<file path="src/rtl/ref_data_prefetcher.sv">
// ref_data_prefetcher
// Captures reference particle positions from the home-cell broadcast stream
// into one prefetch FIFO per phase and presents the head of the active
// phase's FIFO to the force pipeline through a valid/advance handshake.
// Per-phase cell IDs come in as a vector, so one netlist serves every slot.
// The phase and bcast_phase inputs are assumed to stay below NUM_PHASES.
module ref_data_prefetcher #(
  parameter int OFFSET_WIDTH      = 29,
  parameter int CELL_ID_WIDTH     = 3,
  parameter int DATA_WIDTH        = OFFSET_WIDTH + CELL_ID_WIDTH,
  parameter int PARTICLE_ID_WIDTH = 7,
  parameter int NUM_PHASES        = 2,
  parameter int PREFETCH_DEPTH    = 4
) (
  input  logic                                  clk,
  input  logic                                  rst,
  input  logic [$clog2(NUM_PHASES)-1:0]         phase,
  input  logic [NUM_PHASES*3*CELL_ID_WIDTH-1:0] cell_ids,
  input  logic                                  count_valid,
  input  logic                                  bcast_valid,
  input  logic [$clog2(NUM_PHASES)-1:0]         bcast_phase,
  input  logic [PARTICLE_ID_WIDTH-1:0]          bcast_id,
  input  logic [OFFSET_WIDTH-1:0]               raw_x,
  input  logic [OFFSET_WIDTH-1:0]               raw_y,
  input  logic [OFFSET_WIDTH-1:0]               raw_z,
  input  logic                                  ref_advance,
  output logic [PARTICLE_ID_WIDTH-1:0]          ref_particle_count,
  output logic                                  ref_valid,
  output logic [PARTICLE_ID_WIDTH-1:0]          ref_id,
  output logic [DATA_WIDTH-1:0]                 ref_x,
  output logic [DATA_WIDTH-1:0]                 ref_y,
  output logic [DATA_WIDTH-1:0]                 ref_z,
  output logic                                  ref_exhausted,
  output logic                                  overflow
);

  localparam int PHASE_W = $clog2(NUM_PHASES);
  localparam int PTR_W   = $clog2(PREFETCH_DEPTH);
  localparam int OCC_W   = PTR_W + 1;
  localparam int CAP_W   = PARTICLE_ID_WIDTH + 1;
  localparam int CELL_W  = 3 * CELL_ID_WIDTH;

  localparam logic [OCC_W-1:0] FULL_OCC = OCC_W'(PREFETCH_DEPTH);
  localparam logic [CAP_W-1:0] FIRST_ID = CAP_W'(1);

  // One prefetched reference: particle ID plus assembled {cell id, offset} coordinates.
  typedef struct packed {
    logic [PARTICLE_ID_WIDTH-1:0] id;
    logic [DATA_WIDTH-1:0]        x;
    logic [DATA_WIDTH-1:0]        y;
    logic [DATA_WIDTH-1:0]        z;
  } entry_t;

  // Per-phase FIFO storage and bookkeeping.
  entry_t           mem    [NUM_PHASES][PREFETCH_DEPTH];
  logic [PTR_W-1:0] rd_ptr [NUM_PHASES];
  logic [PTR_W-1:0] wr_ptr [NUM_PHASES];
  logic [OCC_W-1:0] occ    [NUM_PHASES];
  // One bit wider than a particle ID so the pointer can step past a
  // count of 2^PARTICLE_ID_WIDTH-1 without wrapping back to a live ID.
  logic [CAP_W-1:0] cap_id [NUM_PHASES];

  // Next-state values.
  logic [OCC_W-1:0]             occ_nxt [NUM_PHASES];
  logic [PTR_W-1:0]             rd_nxt  [NUM_PHASES];
  logic [PTR_W-1:0]             wr_nxt  [NUM_PHASES];
  logic [CAP_W-1:0]             cap_nxt [NUM_PHASES];
  logic [PARTICLE_ID_WIDTH-1:0] count_nxt;

  // Capture / pop decisions.
  logic [CELL_W-1:0]     bcast_cells;
  entry_t                wr_entry;
  logic                  cap_hit;
  logic                  push_en;
  logic                  pop_en;
  logic                  drop;
  logic [NUM_PHASES-1:0] push_vec;
  logic [NUM_PHASES-1:0] pop_vec;

  // Post-update head of the active phase.
  entry_t head;
  logic   head_valid;
  logic   head_bypass;
  logic   exhausted_nxt;

  // Assemble the broadcast word and classify it as captured, dropped or ignored.
  always_comb begin
    // NOTE: every signal driven here gets a value on every path before any
    // branching; a path that skips an assignment would infer a latch.
    bcast_cells = cell_ids[bcast_phase*CELL_W +: CELL_W];
    wr_entry.id = bcast_id;
    wr_entry.x  = {bcast_cells[0 +: CELL_ID_WIDTH], raw_x};
    wr_entry.y  = {bcast_cells[CELL_ID_WIDTH +: CELL_ID_WIDTH], raw_y};
    wr_entry.z  = {bcast_cells[2*CELL_ID_WIDTH +: CELL_ID_WIDTH], raw_z};

    // A count word overrides everything else in the same cycle.
    cap_hit = !count_valid && bcast_valid
            && ({1'b0, bcast_id} == cap_id[bcast_phase])
            && (cap_id[bcast_phase] <= {1'b0, ref_particle_count});

    // ref_valid can briefly describe the previous phase right after a phase
    // switch, so the pop also requires the selected FIFO to hold something.
    pop_en = !count_valid && ref_advance && ref_valid && (occ[phase] != '0);

    // A full FIFO still accepts the word when its head leaves this cycle.
    push_en = cap_hit && ((occ[bcast_phase] != FULL_OCC)
                          || (pop_en && (phase == bcast_phase)));
    drop    = cap_hit && !push_en;
  end

  // Per-phase next pointers, occupancy and capture pointer.
  always_comb begin
    count_nxt = count_valid ? raw_x[PARTICLE_ID_WIDTH-1:0] : ref_particle_count;
    push_vec  = '0;
    pop_vec   = '0;
    for (int p = 0; p < NUM_PHASES; p++) begin
      push_vec[p] = push_en && (bcast_phase == PHASE_W'(p));
      pop_vec[p]  = pop_en && (phase == PHASE_W'(p));
      occ_nxt[p]  = occ[p];
      rd_nxt[p]   = rd_ptr[p];
      wr_nxt[p]   = wr_ptr[p];
      cap_nxt[p]  = cap_id[p];
      if (count_valid) begin
        occ_nxt[p] = '0;
        rd_nxt[p]  = '0;
        wr_nxt[p]  = '0;
        cap_nxt[p] = FIRST_ID;
      end else begin
        occ_nxt[p] = occ[p] + OCC_W'(push_vec[p]) - OCC_W'(pop_vec[p]);
        rd_nxt[p]  = rd_ptr[p] + PTR_W'(pop_vec[p]);
        wr_nxt[p]  = wr_ptr[p] + PTR_W'(push_vec[p]);
        cap_nxt[p] = cap_id[p] + CAP_W'(push_vec[p]);
      end
    end
  end

  // Select the post-update head of the active FIFO; bypass the word being written when it becomes the head.
  always_comb begin
    head_valid  = (occ_nxt[phase] != '0);
    head_bypass = push_vec[phase] && (occ[phase] == OCC_W'(pop_vec[phase]));
    head        = head_bypass ? wr_entry : mem[phase][rd_nxt[phase]];
    if (!head_valid) begin
      head = '0;
    end
    exhausted_nxt = (cap_nxt[phase] > {1'b0, count_nxt}) && !head_valid;
  end

  // FIFO bookkeeping, capture pointers, particle count and sticky overflow.
  always_ff @(posedge clk or posedge rst) begin
    // NOTE: registers are updated with non-blocking assignments so every
    // flop samples the pre-edge values, independent of statement order.
    if (rst) begin
      for (int p = 0; p < NUM_PHASES; p++) begin
        occ[p]    <= '0;
        rd_ptr[p] <= '0;
        wr_ptr[p] <= '0;
        cap_id[p] <= FIRST_ID;
      end
      ref_particle_count <= '0;
      overflow           <= 1'b0;
    end else begin
      for (int p = 0; p < NUM_PHASES; p++) begin
        occ[p]    <= occ_nxt[p];
        rd_ptr[p] <= rd_nxt[p];
        wr_ptr[p] <= wr_nxt[p];
        cap_id[p] <= cap_nxt[p];
      end
      ref_particle_count <= count_nxt;
      if (count_valid) begin
        overflow <= 1'b0;
      end else if (drop) begin
        overflow <= 1'b1;
      end
    end
  end

  // Write the captured word into its phase's FIFO.
  always_ff @(posedge clk) begin
    // NOTE: the storage array is deliberately not reset; occupancy gates every
    // read, so stale contents are never presented.
    if (push_en) begin
      mem[bcast_phase][wr_ptr[bcast_phase]] <= wr_entry;
    end
  end

  // Registered presentation of the active phase's head.
  always_ff @(posedge clk or posedge rst) begin
    if (rst) begin
      ref_valid     <= 1'b0;
      ref_id        <= '0;
      ref_x         <= '0;
      ref_y         <= '0;
      ref_z         <= '0;
      ref_exhausted <= 1'b0;
    end else begin
      ref_valid     <= head_valid;
      ref_id        <= head.id;
      ref_x         <= head.x;
      ref_y         <= head.y;
      ref_z         <= head.z;
      ref_exhausted <= exhausted_nxt;
    end
  end

endmodule

</file>
<file path="config.mk">
export PLATFORM = sky130hd
export DESIGN_NAME = ref_data_prefetcher
export DESIGN_NICKNAME = d
export VERILOG_FILES = /design/src/rtl/ref_data_prefetcher.sv
export SDC_FILE = /design/constraint.sdc
export NUM_CORES = 1
export LEC_CHECK = 0
export CAP_MARGIN = 20
export CORE_ASPECT_RATIO = 0.8
export CORE_MARGIN = 2
export CORE_UTILIZATION = 68
export DETAILED_ROUTE_END_ITERATION = 8
export DONT_BUFFER_PORTS = 1
export PLACE_DENSITY = 0.81
export SLEW_MARGIN = 20
export SYNTH_ARGS = -nofsm -noshare
export SYNTH_HDL_FRONTEND = slang
export SYNTH_SLANG_ARGS = --single-unit
export TNS_END_PERCENT = 10
</file>
<file path="constraint.sdc">
create_clock -name clk -period 20 [get_ports clk]
set_clock_uncertainty 0.15 [all_clocks]
set_input_delay 4 -clock clk [delete_from_list [all_inputs] [get_ports clk]]
set_output_delay 4 -clock clk [all_outputs]
set_load 0.05 [all_outputs]
</file>
==> impl_metrics.toml <==
[floorplan]
rows = 77
core_mm2 = 0.0552
die_h_um = 215
start_util_pct = 68.8
die-width_um = 268
ioPinCount = 232
die_area_mm2 = 0.0578

[place]
placed_area_mm2 = 0.0387
hpwl_mm = 40.9
dpl_worst_slack_ps = 9420
io_buffers = 0
gp_congestion = 0.888

[yosys]
muxShareOfSynthArea_pct = 15.9
async_reset_ff_share_pct = 14.8
synth_top_area_cell = "edfxtp_1"
synth_compound_area_share_pct = 3.28
synth_xor_area_share_pct = 0.646
synth_top_family_by_area = "multiplexers"
synth-seq-cells = 967
synth_edf_count = 824
synthCells = 1829
syn_area_per_cell_um2 = 20.8
synthSimpleGateAreaFrac_pct = 3.19
yosys_warnings = 0
ys_types = 54
ys.flop_type = "edfxtp_1"
ys_top_cells_by_area = "edfxtp_1, mux4_2, dfrtp_1"
yosysTopAreaCellShare_pct = 65.1
synth-adder-area-share_pct = 0.830
synth_area_mm2 = 0.0380
syn_nets = 1972
seq_area_frac_synth_pct = 74.6

[sta]
hold_viol_final = 0
setup_slack_ps = 9910
holdWs_ps = 398
setup_tns_ps = 0
rsz0062_at_grt = "no"
slew_violations = 0
fmax_mhz = 99.1
slew_headroom_pct = 27.3
setup_viol = 0
period_share_pct = 50.5
post-route-min-period_ps = 10090
tightest_slew_ps = 1090

[clock_network]
cts_root_buf = "clkbuf_16"
postCtsSetupBuffers = 0
clk_path_buf_depth = 3
cts_tree = "built"
cts.sinks = 967
cts_made_buffers = 88
cts_resized = 0
clk_latency_ps = 650
cts_hold_buffers = 0
cts.reportedPaths.clkPinSlew_ps = 60
cts.htree.levels = 3

[routing]
avgRoutedWirePerCell_um = 31.5
detail-route-antenna-nets = 0
drc = 0
drt-total-wl_mm = 83.4
drt_iter0_markers = 1826
vias_per_cell = 6.98
routed-via-count = 18500
first_pass_iters = 6

[global_routing]
grt_usage_pct = 29.9
grt_pass1_vias = 19800
grt_max_degree = 227
grt_antenna_before_repair = 0
grt_overflow = 0
grt_pass1_wl_mm = 126

[setup_path]
cpPeakStageDelay_ps = 870
critPathLaunchType = "input port"
endpoint_kind = "register"
worstPathArrival_ps = 10430
crit_fanout = 60
crit_chain = "mux2_2 > ha_1 > a21o_1 > a211oi_1 > o2111a_1 > o211ai_1 > or3b_1 > xor2_1 > ha_1 > fa_1 > nor2b_1 > or3b_1 > o32ai_4 > buf_4 > clkinv_2 > buf_4 > nand4_1 > o31ai_2"
required_ps = 20340
slowest_stage = "clkinv_2"
worstSetupPathType = "input port to register"
ff2ff_path_depth = 18

[min_path]
hold_path.class = "register to register"
hold_depth = 2

[cells_and_area]
antenna_cells = 0
nNetsFinal = 1969
final_area_mm2 = 0.0417
drive_gt1_share_pct = 25.5
synthToLayoutAreaGrowth_pct = 9.71

[power_and_ir_drop]
switching_share_pct = 20.7
power.density_mw_per_mm2 = 97.5
power.share.sequential_pct = 55.5
p_int_mw = 3.22
leakage_nw = 14.4
ir_drop_mv = 0.0861
combinationalPowerShare_pct = 2.4
switchingPower_uw = 843
p_clk_share_pct = 42.1

[flow_run]
maxCapViolCount = 0

[outcome]
outcome = "completed"
==> worst max-delay path, delay by kind of cell <==
kind | cells | cell delay (ps)
adder cells (fa/ha/maj) | 3 | 950
AND/OR/NAND/NOR | 4 | 1370
buffers and inverters | 3 | 2290
multiplexers | 1 | 340
AO/OA/AOI/OAI | 6 | 1210
XOR/XNOR | 1 | 170
==> flip-flops by register name (all words and copies together) (netlist names) <==
register,cells
cap_id,16
mem,824
occ,6
overflow,1
rd_ptr,4
ref_exhausted,1
ref_id,7
ref_particle_count,7
ref_valid,1
ref_x,32
ref_y,32
ref_z,32
wr_ptr,4
==> through the flow <==
stage	utilization, %	total power [mW]	cells
after global placement	70.1	2.39	2486
after CTS	75.5	4.08	2651
after floorplan	-	2.38	1829
after global routing	75.5	4.17	2651
after detailed placement	70.1	2.39	2486
final	75.5	4.06	2651
==> metal layers <==
layer | track usage [%] | wire length (µm) | up-vias
li1 | - | - | 7564
met1 | 40.3 | 31000 | 9821
met2 | 48.6 | 42300 | 941
met3 | 7.96 | 7950 | 187
met4 | 9.11 | 2160 | 0
met5 | 0 | 0 | -
==> cells in the final DEF, fill, tap and decap left out, types with 12 or more instances in the layout <==
| master | n |
|---|---|
| clkbuf_16 | 89 |
| mux2i_1 | 111 |
| clkinv_2 | 23 |
| buf_4 | 27 |
| mux4_2 | 206 |
| o31ai_1 | 36 |
| dfrtp_1 | 141 |
| xor2_1 | 17 |
| inv_1 | 18 |
| clkbuf_1 | 12 |
| ha_1 | 22 |
| edfxtp_1 | 824 |
| mux2_2 | 21 |
| nand4_1 | 97 |
| clkbuf_8 | 16 |
| o31ai_2 | 59 |
| nor2_1 | 24 |
==> cell families after synthesis <==
kind of cell    count (synthesis)
compound gates                127
xor+xnor                       28
fa+ha+maj                      24
buf+inv                       141
flops                         967
mux                           341
simple gates                  201
==> final cells by class <==
class / count / area (µm²)
sequential: 967 / 28300
fill: 2971 / 13500
multi-input combinational: 721 / 9150
clock buffer: 117 / 2490
tap: 750 / 938
clock inverter: 48 / 472
timing repair buffer: 28 / 214
inverter: 20 / 81.3
==> power groups by stage <==
stage	combinational [mW]	sequential [mW]	clock [mW]
2_1_floorplan	0.0868	2.29	0
3_5_place_dp	0.0952	2.30	0
4_1_cts	0.0963	2.26	1.73
5_1_grt	0.102	2.26	1.81
3_3_place_gp	0.0925	2.30	0
6_report	0.0961	2.26	1.71
==> synthesized netlist by cell type (21+ instances only) <==
cell	number
buf_1	26
clkbuf_1	70
dfrtp_1	141
edfxtp_1	824
ha_1	22
mux2_2	21
mux2i_1	111
mux4_2	206
nand4_1	97
nor2_1	25
o31ai_1	36
o31ai_2	59
==> final timing paths <==
path                                        from   endpoint  slack (ps)
hold reg to reg                        rd_ptr[3]  rd_ptr[3]         400
min in group asynchronous                    rst   ref_y[3]        3300
hold / removal                         rd_ptr[3]  rd_ptr[3]         400
setup reg to reg           ref_particle_count[2]  ref_x[15]       12760
setup / recovery                     bcast_phase  ref_x[15]        9910
max in group asynchronous                    rst   overflow       14930
No activity file was read; power rests on OpenSTA's default activity.
